### src/rtl/ebpc_merger.sv
// ebpc_merger: merges the ZRLE flag stream with BPC values into the original data stream,
// then drops the padding values that complete the frame's final BPC block.
module ebpc_merger #(
  parameter int DATA_W     = 8,
  parameter int BLOCK_SIZE = 8
) (
  input  logic              clk_i,
  input  logic              rst_ni,
  input  logic              flag_i,
  input  logic              flag_last_i,
  input  logic              flag_vld_i,
  output logic              flag_rdy_o,
  input  logic [DATA_W-1:0] bpc_data_i,
  input  logic              bpc_last_i,
  input  logic              bpc_vld_i,
  output logic              bpc_rdy_o,
  output logic [DATA_W-1:0] data_o,
  output logic              last_o,
  output logic              vld_o,
  input  logic              rdy_i,
  output logic              idle_o,
  output logic              err_o
);
  localparam int CW = $clog2(BLOCK_SIZE);
  typedef enum logic {RUN, DRAIN} state_e;
  state_e        state_q, state_d;
  logic [CW-1:0] nz_cnt_q, nz_n, exp_pad_q;
  logic [CW:0]   pad_cnt_q;
  logic          in_frame_q, has_nz_q, bpc_done_q;
  logic          slot_free, f_acc, b_acc, end_frame, drain, err_d;
  assign slot_free  = !vld_o || rdy_i;
  assign flag_rdy_o = (state_q == RUN) && slot_free && (!flag_i || bpc_vld_i);
  assign bpc_rdy_o  = (state_q == DRAIN) || (flag_vld_i && flag_i && bpc_vld_i && slot_free);
  assign f_acc      = flag_vld_i && flag_rdy_o;
  assign b_acc      = bpc_vld_i && bpc_rdy_o;
  assign nz_n       = nz_cnt_q + CW'(flag_i);
  assign end_frame  = f_acc && flag_last_i;
  // A frame whose BPC stream already ended (even early) never drains.
  assign drain      = end_frame && (has_nz_q || flag_i) && !(bpc_done_q || (flag_i && bpc_last_i));
  assign idle_o     = (state_q == RUN) && !in_frame_q && !vld_o;
  always_comb begin
    state_d = state_q == RUN ? (drain ? DRAIN : RUN) : ((b_acc && bpc_last_i) ? RUN : DRAIN);
    err_d   = state_q == RUN
            ? (f_acc && flag_i && bpc_last_i && (!flag_last_i || nz_n != '0))
            : (b_acc && bpc_last_i && (pad_cnt_q + 1'b1 != {1'b0, exp_pad_q}));
  end
  always_ff @(posedge clk_i or negedge rst_ni) begin
    if (!rst_ni) begin
      state_q    <= RUN;
      data_o     <= '0;
      last_o     <= 1'b0;
      vld_o      <= 1'b0;
      err_o      <= 1'b0;
      nz_cnt_q   <= '0;
      exp_pad_q  <= '0;
      pad_cnt_q  <= '0;
      in_frame_q <= 1'b0;
      has_nz_q   <= 1'b0;
      bpc_done_q <= 1'b0;
    end else begin
      state_q <= state_d;
      err_o   <= err_d;
      if (f_acc) begin
        data_o     <= flag_i ? bpc_data_i : '0;
        last_o     <= flag_last_i;
        vld_o      <= 1'b1;
        nz_cnt_q   <= flag_last_i ? '0 : nz_n;
        in_frame_q <= !flag_last_i;
        has_nz_q   <= !flag_last_i && (has_nz_q || flag_i);
        bpc_done_q <= !flag_last_i && (bpc_done_q || (flag_i && bpc_last_i));
      end else if (rdy_i) begin
        vld_o <= 1'b0;
      end
      if (drain) begin
        pad_cnt_q <= '0;
        exp_pad_q <= -nz_n;
      end else if (state_q == DRAIN && b_acc) begin
        pad_cnt_q <= pad_cnt_q + 1'b1;
      end
    end
  end
endmodule

### config.mk
export PLATFORM = sky130hd
export DESIGN_NAME = ebpc_merger
export DESIGN_NICKNAME = d
export VERILOG_FILES = /design/src/rtl/ebpc_merger.sv
export SDC_FILE = /design/constraint.sdc
export NUM_CORES = 1
export LEC_CHECK = 0
export ABC_CLOCK_PERIOD_IN_PS = 1490
export CORE_AREA = 2 2 57 59
export CTS_CLUSTER_SIZE = 10
export DETAILED_ROUTE_END_ITERATION = 8
export DIE_AREA = 0 0 59 61
export PLACE_DENSITY = 0.71
export SLEW_MARGIN = 20
export SYNTH_ARGS = -nofsm -noshare
export SYNTH_HDL_FRONTEND = slang
export SYNTH_SLANG_ARGS = --single-unit
### constraint.sdc
create_clock -name clk_i -period 1.49 [get_ports clk_i]
set_input_delay 0.2235 -clock clk_i [delete_from_list [all_inputs] [get_ports clk_i]]
set_output_delay 0.2235 -clock clk_i [all_outputs]
set_load 0.02 [all_outputs]
* Word-level counts from Yosys, hierarchy flattened *
Cells that the tools add are included.
W data, S select, Z words.

cells by class
  $add $sub $neg = 3
  $mul = 0
  div/mod/pow operators = 0
  order comparisons = 0
  equality and inequality tests = 1
  shift-type cells = 0
  muxes and demuxes = 10
  bitwise operators = 1
  reductions and logical operators = 35

operators by type and width
  kind                   number
  $logic_and A1 B1 Y1    21
  $mux W4                2
  $mux W8                1
  $logic_or A1 B1 Y1     6
  $mux W1                6
  $logic_not A1 Y1       5
  $add A4 B1 Y4 const B  1
  $ne A4 B3 Y1           1
  $reduce_bool A2 Y1     2
  $add A3 B1 Y3          1
  $mux W3                1
  $neg A3 Y3             1
  $reduce_bool A3 Y1     1
  $not A1 Y1             1

storage, ports and cells
  bits in registers = 25
  latch bits = 0
  memory bits (writable) = 0
  ROM bits = 0
  bits of input ports = 16
  output and inout port bits = 14
  word-level logic and storage cells = 61
  memories kept = 0

* Logic depth before layout (Yosys ltp) *
Gate-level depths: netlist of the first run.

  depth in word-level cells = 10
  depth in mapped cells = 8
  mapped depth without buffers = 8

* Least setup slack after synthesis of the first run *
Ideal clock, no wire load.

  path type = register to register
  from = register vld_o
  to = register exp_pad_q[1]
  setup time = 0.125 ns
  arrival = 1.578 ns
  data required time = 1.365 ns
  setup slack = -0.213 ns
  cell stages (with the launch flop) = 5
  buffers on the path = 0
  clock period less this slack = 1.703 ns
  path through = dfrtp_1 > nand2b_1 > nand4b_4 > nor4b_4 > mux2_2

on the way
  word-level cells in the longest chain between the ends = 8

ends and longest elaborated chain
  element                            line  RTL
  start: declaration                 19    output logic vld_o,
  start signal: assignment           52    vld_o <= 1'b0;
  start signal: assignment           66    vld_o <= 1'b1;
  start signal: assignment           72    vld_o <= 1'b0;
  $logic_not A1 Y1                   31    assign slot_free = !vld_o || rdy_i;
  $logic_or A1 B1 Y1                 31
  $logic_and A1 B1 Y1 (2 in series)  32    assign flag_rdy_o = (state_q == RUN) && slot_free && (!flag_i || bpc_vld_i);
  $logic_and A1 B1 Y1                34    assign f_acc = flag_vld_i && flag_rdy_o;
  $logic_and A1 B1 Y1                37    assign end_frame = f_acc && flag_last_i;
  $logic_and A1 B1 Y1 (2 in series)  39    assign drain = end_frame && (has_nz_q || flag_i) && !(bpc_done_q || (flag_i && bpc_last_i));
  end signal: assignment             76    exp_pad_q <= -nz_n;
  end: declaration                   27    logic [CW-1:0] nz_cnt_q, nz_n, exp_pad_q;

No other way between the ends.
A chain may end at the register's enable or synchronous reset.

* Final worst setup path of the first run *
  from = register nz_cnt_q[0]
  to = register err_o

on the way
  word-level cells in the longest chain between the ends = 5

ends and longest elaborated chain
  element                   line  RTL
  start: declaration        27
  start signal: assignment  67    nz_cnt_q <= flag_last_i ? '0 : nz_n;
  $add A3 B1 Y3             36    assign nz_n = nz_cnt_q + CW'(flag_i);
  $reduce_bool A3 Y1        44    ? (f_acc && flag_i && bpc_last_i && (!flag_last_i || nz_n != '0))
  $logic_or A1 B1 Y1        44
  $logic_and A1 B1 Y1       44
  $mux W1                   44
  net err_d                 30    logic slot_free, f_acc, b_acc, end_frame, drain, err_d;
  end signal: assignment    62    err_o <= err_d;
  end: declaration          22    output logic err_o

The timed path passes the listed nets, and every way through them passes these cells.

==> summary.txt, run 1 <==
Setup path
  • Crit path max-delay family: adder cells
  • CP max FO: 2
  • Worst path max stage delay: 0.41 ns
  • Crit-path slowest cell: dfrtp_1
  • Data required, critical path: 1.74 ns
  • R2R cell count: 8
  • Critical Path Most Common Cell: ha_4
  • R2R Path End: err_o$_DFF_PN0_
  • Worst Setup Start Kind: register
  • Endpoint type of the worst setup path: register
  • R2r setup slk: -0.16 ns
  • Bufs and invs on worst path: 1
  • Crit-path cells: ha_2 > ha_4 > inv_4 > ha_4 > ha_4 > a211oi_2 > nand2_1 > o211ai_1
  • Reg2Reg Launch Point: nz_cnt_q[0]$_DFFE_PN0P_
  • Crit path arrival time: between 1.5 and 2 ns
  • Setup CP Type: reg2reg

Cells and area
  • ANT cells: 0
  • Most common cell after layout, fill and taps aside: nand2_1
  • Commonest cells after routing, fill and taps aside: nand2_1 (28), dfrtp_1 (23), buf_4 (15)
  • Layout cells sized above 1: 23.93%
  • Fin cells: 196
  • Finished Core Util: 58.86%
  • P&R area growth vs syn: 42.32%
  • Design Area, Final: approximately 1700 µm²
  • Filler cells: 257
  • Nets: 185

Yosys
  • Number of synthesized flops with an enable pin: 0
  • Syn Inst Count: 120
  • Ys flop type: dfrtp_1
  • FF+latch count, synth: 25
  • Syn_nets: 141
  • Post-synthesis sequential area ratio: approximately 50%
  • Mapped Area: 1221 µm²
  • Async set-reset flop share out of synthesis: 100.0%
  • Post-synth cell types: 30
  • Ys Warns: 0
  • Syn_area_per_cell: 10.18 µm²

Global route
  • Global-route wire length before repair: 4388 µm
  • Remaining global-route overflow: 0
  • Vias in the first global route: a little under 1000
  • Gr usage total: about 16%
  • Initial antenna violation count: 0
  • Largest net degree at the start of global routing: 26

Timing
  • Unrepaired setup endpoints after global routing: true
  • Hold Slack: roughly 0.25 ns
  • Setup ws final: -0.1632 ns
  • Max-Slew Margin vs Limit: 71.24%
  • Crit share post-route: 111.0%
  • Slew @ Worst Pin: 0.4311 ns
  • Setup violators final: 3
  • Worst Skew: 0.004965 ns
  • Hold Fails Final Rpt: 0
  • Fmax: 604.9 MHz
  • Min cycle time layout: 1.653 ns
  • Number of max-slew violations in the final report: 0

Drt
  • Total wire length: 2760 µm
  • Residual DRC count: 0
  • Number of detailed-route iterations in the first pass: 6
  • Final antenna-violating net count: 0
  • Total number of vias: 995
  • Vias per cell: approximately 5.1
  • DR iter-0 viols: 40
  • DR WL/cell: about 14 µm

Clock tree
  • Skew-Pair Late Insertion Delay: 0.32 ns
  • CTS tree: done
  • Number of buffers created by CTS: 3
  • Clock Sinks: 25
  • Clock slew at reported path FFs: 0.14 ns
  • H-tree levels: 1
  • Clk root buf: clkbuf_4
  • Clk buf depth: 2
  • Hold Buf Count CTS: 0

Place
  • Post-DP HPWL: between 2000 and 2500 µm
  • GP Congestion: 0.8659
  • Placement-stage cell area: 1702 µm²
  • Dpl ws: -0.5410 ns
  • Placed Cells: 191
  • I/O Buffers: 29

Die
  • Starting Density: between 40% and 50%
  • Site Rows: 20
  • Core Region: 2953 µm²
  • Die area: ~3600 µm²
  • Die span in x: 59 µm
  • Die Ht: approximately 61 µm
  • Boundary Pins: 30

Hold path
  • Worst Hold Class: in2async

Power
  • Max VDD drop: around 0.86 mV
  • Cell leakage power: between 0.8 and 0.9 nW
  • Pwr dens: 1764 nW/µm²

Status
  • Violated checks: setup timing
  • Outcome: finished, violations left

Flow run
  • Max-cap violations: 0
## layer usage
layer,wire length (µm),global-route usage (%)
met5,0,0
met3,76,2.559
met2,1413,26.83
met1,1237,21.48
met4,31,6.818
## logic make-up (layout without fill, tap and decap cells)
logic type	after synthesis	after routing	share of synthesized area, %
AOI/OAI and AO/OA	14	14	8.094
xor gates and xnor gates	8	8	5.737
adders and majority gates	5	5	5.123
buffers and inverters	9	52	2.971
DFF	25	25	51.23
muxes	3	3	2.664
and+or+nand+nor	56	56	24.18
## final cells by class
| class | instances | area (µm²) | share of cell area, % |
|---|---|---|---|
| Inverter | 3 | 13.76 | 0.7919 |
| Timing Repair Buffer | 45 | 389.1 | 22.39 |
| Multi-Input combinational cell | 86 | 635.6 | 36.57 |
| Clock buffer | 3 | 22.52 | 1.296 |
| Clock inverter | 1 | 7.507 | 0.4320 |
| Tap cell | 33 | 41.29 | 2.376 |
| Sequential cell | 25 | 628.1 | 36.14 |
## repair_timing
action                                  CTS  global route
endpoints found under the setup margin   19             7
cloned                                    0             0
gates resized for setup                  27             7
setup buffers                             0             1
pin swaps                                 1             1
## flip-flops by register name, summed over array words and instances (netlist names)
| name | count |
|---|---|
| state_q | 1 |
| nz_cnt_q | 3 |
| data_o | 8 |
| has_nz_q | 1 |
| vld_o | 1 |
| last_o | 1 |
| err_o | 1 |
| pad_cnt_q | 4 |
| exp_pad_q | 3 |
| bpc_done_q | 1 |
| in_frame_q | 1 |
## how the worst max path moves through the flow
| stage | start | end | depth (start not counted) |
|---|---|---|---|
| after CTS | nz_cnt_q[0]$_DFFE_PN0P_ | err_o$_DFF_PN0_ | 8 |
| after global placement | flag_i | flag_rdy_o | 4 |
| after detailed placement | flag_i | flag_rdy_o | 4 |
| after global routing | nz_cnt_q[0]$_DFFE_PN0P_ | err_o$_DFF_PN0_ | 8 |
| final | nz_cnt_q[0]$_DFFE_PN0P_ | err_o$_DFF_PN0_ | 8 |
| after floorplan | vld_o$_DFFE_PN0P_ | exp_pad_q[1]$_DFFE_PN0P_ | 4 |
## metrics by stage
step / power [mW] / setup TNS (ns)
finish: 3.066 / -0.2906
global route: 3.322 / -0.5443
CTS: 3.045 / -0.2818
detailed placement: 2.831 / -8.631
global placement: 2.771 / -8.113
floorplan: 2.184 / -0.2676
## power breakdown
group / switching [mW] / internal (mW) / leakage [nW]
logic: 0.787 / 0.756 / 0.518
registers: 0.240 / 0.975 / 0.314
clock network: 0.205 / 0.103 / 0.0139
total: 1.23 / 1.83 / 0.846
## synthesized netlist by cell type (2+ instances only)
master,count,area [µm²]
nand2_1,28,105.1
o31ai_1,2,15.01
ha_1,5,62.56
dfrtp_1,25,625.6
nand3_1,12,60.06
o21ai_0,2,10.01
buf_2,2,10.01
clkbuf_1,4,15.01
xnor2_1,4,35.03
inv_1,3,11.26
a21oi_1,3,15.01
o21a_1,2,15.01
nor3_1,2,10.01
xor2_1,4,35.03
mux2_2,2,22.52
nor2_1,6,22.52
## worst register-to-register path, cell delays in order (launching register included)
cell and delay (ns):
dfrtp_1 0.41, ha_2 0.20, ha_4 0.27, inv_4 0.04, ha_4 0.15, ha_4 0.15, a211oi_2 0.19, nand2_1 0.08
o211ai_1 0.10
Note: power is estimated with default switching activity, not from simulation.
==> run 2, diff against run 1 <==
CORE_AREA = 2 2 63 65   (was 2 2 57 59)
DIE_AREA = 0 0 65 67   (was 0 0 59 61)
PLACE_DENSITY = default   (was 0.71)
==> summary.txt, run 2 (synthesis gave the netlist of run 1 again) <==
Timing
  • Setup ws final: -0.1229 ns
  • Fmax: 620.0 MHz
  • Slew @ Worst Pin: 0.3447 ns
  • Crit share post-route: 108.2%
  • Hold Fails Final Rpt: 0
  • Worst Skew: 0.002560 ns
  • Max-Slew Margin vs Limit: between 70% and 80%
  • Min cycle time layout: between 1.5 and 2 ns
  • Number of max-slew violations in the final report: 0
  • Setup violators final: 5
  • Unrepaired setup endpoints after global routing: true

Global route
  • Largest net degree at the start of global routing: 26
  • Remaining global-route overflow: 0
  • Global-route wire length before repair: 4788 µm
  • Vias in the first global route: 1052
  • Initial antenna violation count: 0
  • Gr usage total: 14.36%

Power
  • Cell leakage power: 0.8871 nW
  • Net Sw Power: 1.233 mW
  • Fraction of power consumed by sequential logic: 37.6%
  • Max VDD drop: 0.7003 mV
  • Combinational share of power: roughly half
  • Pwr dens: 1795 nW/µm²
  • Clock share of power: 12.4%
  • Sw Share: a little under two fifths
  • P_int: 1.985 mW

Clock tree
  • Skew-Pair Late Insertion Delay: around 0.26 ns
  • Clock slew at reported path FFs: 0.09 ns
  • Number of buffers created by CTS: 3
  • CTS tree: done
  • Clock Sinks: 25
  • H-tree levels: 1
  • Clk root buf: clkbuf_8
  • Clk buf depth: 2

Place
  • Post-DP HPWL: 2087 µm
  • Placed Cells: 202
  • I/O Buffers: 29
  • Dpl ws: -0.5691 ns
  • GP Congestion: 0.8441

Cells and area
  • Most common cell after layout, fill and taps aside: nand2_1
  • Largest regs: data_o x8, pad_cnt_q x4
  • Biggest register: data_o
  • Commonest cells after routing, fill and taps aside: nand2_1 (28), dfrtp_1 (24), clkdlybuf4s50_1 (17)
  • ANT cells: 0
  • Largest register FFs: 8
  • Layout cells sized above 1: 24.69%
  • Nets: 184
  • P&R area growth vs syn: 46.82%
  • Fin cells: 210
  • Filler cells: 339

Die
  • Starting Density: 33.87%
  • Die span in x: 65 µm
  • Site Rows: 22
  • Core Region: around 3600 µm²
  • Boundary Pins: 30
  • Die area: ~4400 µm²
  • Die Ht: about 67 µm

Drt
  • Total number of vias: 1008
  • Total wire length: 2818 µm
  • DR WL/cell: 13.42 µm
  • Vias per cell: 4.800
  • Residual DRC count: 0
  • Number of detailed-route iterations in the first pass: 4
  • Final antenna-violating net count: 0
  • DR iter-0 viols: 43

Setup path
  • Setup CP Type: reg2reg
  • Crit path arrival time: 1.80 ns
  • Reg2Reg Launch Point: nz_cnt_q[0]$_DFFE_PN0P_
  • Worst setup path end: err_o$_DFF_PN0_
  • Worst Setup Start Kind: register
  • R2R Path End: err_o$_DFF_PN0_
  • Data required, critical path: 1.67 ns
  • R2r setup slk: -0.12 ns
  • R2R cell count: 8
  • Endpoint type of the worst setup path: register
  • CP max FO: 2
  • Crit path from: nz_cnt_q[0]$_DFFE_PN0P_

Status
  • Outcome: finished, violations left
  • Violated checks: setup timing

Hold path
  • Worst Hold Class: in2async

Flow run
  • Max-cap violations: 0
==> run 2: timing repair <==
item | in CTS | in global routing
setup endpoints to repair | 25 | 18
buffers inserted | 1 | 3
resized for setup | 18 | 10
pin swaps | 2 | 0
hold buffers | 0 | 0
==> run 2: area by class of cell <==
cell class | count | area, µm² | area share [%]
clock buffers | 4 | 45.04 | 2.512
inverters | 3 | 11.26 | 0.6281
multi-input cells | 86 | 641.9 | 35.80
flip-flops and latches | 25 | 626.9 | 34.96
well taps | 48 | 60.06 | 3.350
repair buffers | 44 | 407.9 | 22.75
==> run 2: metrics by stage <==
stage | cell area, µm² | setup TNS, ns | hold slack, ns | util (%) | power [mW]
after floorplan | 1282 | -0.2676 | -0.07209 | - | 2.184
after global placement | 1690 | -8.956 | 0.4482 | 46.88 | 2.774
after detailed placement | 1690 | -10.09 | 0.4595 | 46.88 | 2.841
after CTS | 1767 | -0.3142 | 0.3363 | 48.99 | 3.253
after global routing | 1793 | -1.010 | 0.3666 | 49.72 | 3.489
final | 1793 | -0.2647 | 0.3252 | 49.72 | 3.218
==> run 2: critical path: stages, from the launching register on <==
cell and delay [ns]:
dfrtp_1 0.40, ha_2 0.20, ha_4 0.26, inv_2 0.04, ha_4 0.15, ha_4 0.15, a211oi_2 0.16, nand2_1 0.08
o211ai_1 0.09
==> run 2: power by group through the flow <==
stage          Sequential, mW  Clock [mW]  Combinational, mW
2_1_floorplan            1.32           0              0.867
3_3_place_gp             1.20           0               1.57
3_5_place_dp             1.22           0               1.62
4_1_cts                  1.21       0.409               1.63
5_1_grt                  1.26       0.446               1.78
6_report                 1.21       0.397               1.61
==> run 2: how the worst min path moves through the flow <==
stage	from	end
after global routing	rst_ni	last_o$_DFFE_PN0P_
after CTS	rst_ni	last_o$_DFFE_PN0P_
after floorplan	rst_ni	bpc_done_q$_DFFE_PN0P_
after global placement	data_o[4]$_DFFE_PN0P_	data_o[4]$_DFFE_PN0P_
final	rst_ni	last_o$_DFFE_PN0P_
after detailed placement	data_o[6]$_DFFE_PN0P_	data_o[6]$_DFFE_PN0P_
==> run 2: metal layers <==
| metal | global-route usage, % | routed length [µm] | up-vias |
|---|---|---|---|
| met5 | 0 | 0 | - |
| met4 | 3.457 | 0 | 0 |
| met3 | 2.703 | 133 | 0 |
| met2 | 27.19 | 1451 | 24 |
| met1 | 16.56 | 1233 | 490 |
| li1 | - | - | 494 |
==> run 3, diff against run 2 <==
CELL_PAD_IN_SITES_DETAIL_PLACEMENT = 0   (was default)
CELL_PAD_IN_SITES_GLOBAL_PLACEMENT = 2   (was default)
CORE_AREA = 2 2 71 73   (was 2 2 63 65)
DIE_AREA = 0 0 73 75   (was 0 0 65 67)
PLACE_DENSITY_LB_ADDON = 0.1   (was default)
SLEW_MARGIN = default   (was 20)
==> summary.txt, run 3 (synthesis gave the netlist of run 1 again) <==
Drt
  • Total wire length: just under 3000 µm
  • DR iter-0 viols: 33
  • DR WL/cell: 13.03 µm
  • Number of detailed-route iterations in the first pass: 4
  • Residual DRC count: 0
  • Final antenna-violating net count: 0
  • Vias per cell: 4.482
  • Total number of vias: about 1000

Global route
  • M3 GR Usage: 2.544%
  • Met2 Resource Use GR: 18.42%
  • Initial antenna violation count: 0
  • Gr usage total: 11.91%
  • Vias in the first global route: 991
  • Gr busiest metal: met2
  • Global-route track usage on met1: 15.97%
  • Remaining global-route overflow: 0
  • Global-route wire length before repair: 4864 µm
  • Largest net degree at the start of global routing: 26

Setup path
  • Setup CP Type: reg2reg
  • Worst path max stage delay: 0.39 ns
  • Bufs and invs on worst path: 1
  • Data required, critical path: approximately 1.7 ns
  • Crit-path cells: ha_2 > ha_4 > inv_4 > ha_4 > ha_4 > a211oi_2 > nand2_1 > o211ai_1
  • Worst Setup Start Kind: register
  • Crit path arrival time: 1.82 ns
  • Critical Path Most Common Cell: ha_4
  • Endpoint type of the worst setup path: register
  • Crit-path slowest cell: dfrtp_1
  • CP max FO: 2
  • Crit path max-delay family: adder cells

Die
  • Die Ht: 75 µm
  • Core Region: 4661 µm²
  • Die span in x: 73 µm
  • Starting Density: approximately a quarter
  • Site Rows: 25
  • Die area: 5475 µm²
  • Boundary Pins: 30

Cells and area
  • Largest register FFs: 8
  • Nets: roughly 190
  • Finished Core Util: 40.38%
  • Biggest register: data_o
  • Design Area, Final: 1882 µm²
  • Fin cells: ~220
  • ANT cells: 0
  • Register Area: 628.1 µm²
  • P&R area growth vs syn: 54.10%
  • Filler cells: around 460
  • Layout cells sized above 1: 27.65%
  • Largest regs: data_o x8, pad_cnt_q x4
  • Footprint of the multi-input gates: 644.4 µm²
  • Commonest cells after routing, fill and taps aside: nand2_1 (28), dfrtp_1 (23), buf_4 (20)
  • Most common cell after layout, fill and taps aside: nand2_1

Timing
  • Setup ws final: -0.1472 ns
  • Fmax: ~600 MHz
  • Setup violators final: 3
  • Number of max-slew violations in the final report: 0
  • Hold Fails Final Rpt: 0
  • Slew @ Worst Pin: 0.3227 ns
  • Min cycle time layout: 1.637 ns
  • Worst Skew: 0.004445 ns
  • Unrepaired setup endpoints after global routing: true
  • Max-Slew Margin vs Limit: roughly four fifths
  • Hold Slack: approximately 0.31 ns
  • Crit share post-route: 109.9%

Status
  • Outcome: finished, violations left
  • Violated checks: setup timing

Power
  • Max VDD drop: 0.5373 mV
  • Pwr dens: 1769 nW/µm²
  • Cell leakage power: 0.9760 nW

Place
  • I/O Buffers: 29
  • GP Congestion: 0.7718
  • Placement-stage cell area: about 1700 µm²
  • Dpl ws: -0.5500 ns
  • Placed Cells: 213
  • Post-DP HPWL: 2153 µm

Clock tree
  • Hold Buf Count CTS: 0
  • Skew-Pair Late Insertion Delay: 0.27 ns
  • CTS tree: done
  • Clk root buf: clkbuf_8
  • Number of buffers created by CTS: 3
  • H-tree levels: 1
  • Clk buf depth: 2
  • Clock slew at reported path FFs: 0.09 ns
  • Clock Sinks: 25

Flow run
  • Max-cap violations: 0

Hold path
  • Worst Hold Class: in2async
[run 3: cell types whose count changed in the layout (fill, tap and decap cells not counted), sizes merged]
cell           delta
clkdlybuf4s50     -3
buf               +9
clkbuf            -1
dlymetal6s2s      +3
[run 3: worst paths after layout]
kind | slack [ns] | end | from | depth (start not counted)
setup / recovery | -0.15 | err_o$_DFF_PN0_ | nz_cnt_q[0]$_DFFE_PN0P_ | 8
hold / removal | 0.31 | in_frame_q$_DFFE_PN0P_ | rst_ni | 2
setup reg to reg | -0.15 | err_o$_DFF_PN0_ | nz_cnt_q[0]$_DFFE_PN0P_ | 8
hold reg to reg | 0.47 | data_o[6]$_DFFE_PN0P_ | data_o[6]$_DFFE_PN0P_ | 2
max in group asynchronous | 0.91 | state_q$_DFF_PN0_ | rst_ni | 2
min in group clk_i | 0.38 | vld_o$_DFFE_PN0P_ | rdy_i | 3
[run 3: final cells by class]
cell class	instances	area share (%)
clock buffer	4	2.394
inverter	3	0.7314
multi-input combinational	86	34.24
timing repair buffer	52	25.66
tap	54	3.590
sequential	25	33.38
[run 3: metrics by stage]
stage,setup TNS (ns),total power [mW]
finish,-0.2772,3.330
global placement,-10.22,2.854
global route,-0.4534,3.635
floorplan,-0.2676,2.184
CTS,-0.3432,3.352
detailed placement,-10.62,2.877
[run 3: report_power, final]
group	switching (mW)	internal (mW)	leakage, nW
Clock	0.213	0.191	0.0228
Sequential	0.231	0.978	0.314
Combinational	0.799	0.918	0.640
[run 3: layer usage]
metal / vias to the layer above / wire length, µm
li1: 507 / -
met1: 476 / 1385
met2: 17 / 1392
met3: 4 / 98
met4: 0 / 42
met5: - / 0
[run 3: repair_timing]
item	in CTS	in global routing
buffers inserted	5	2
pin swaps	2	3
setup endpoints to repair	29	20
resized for setup	23	15
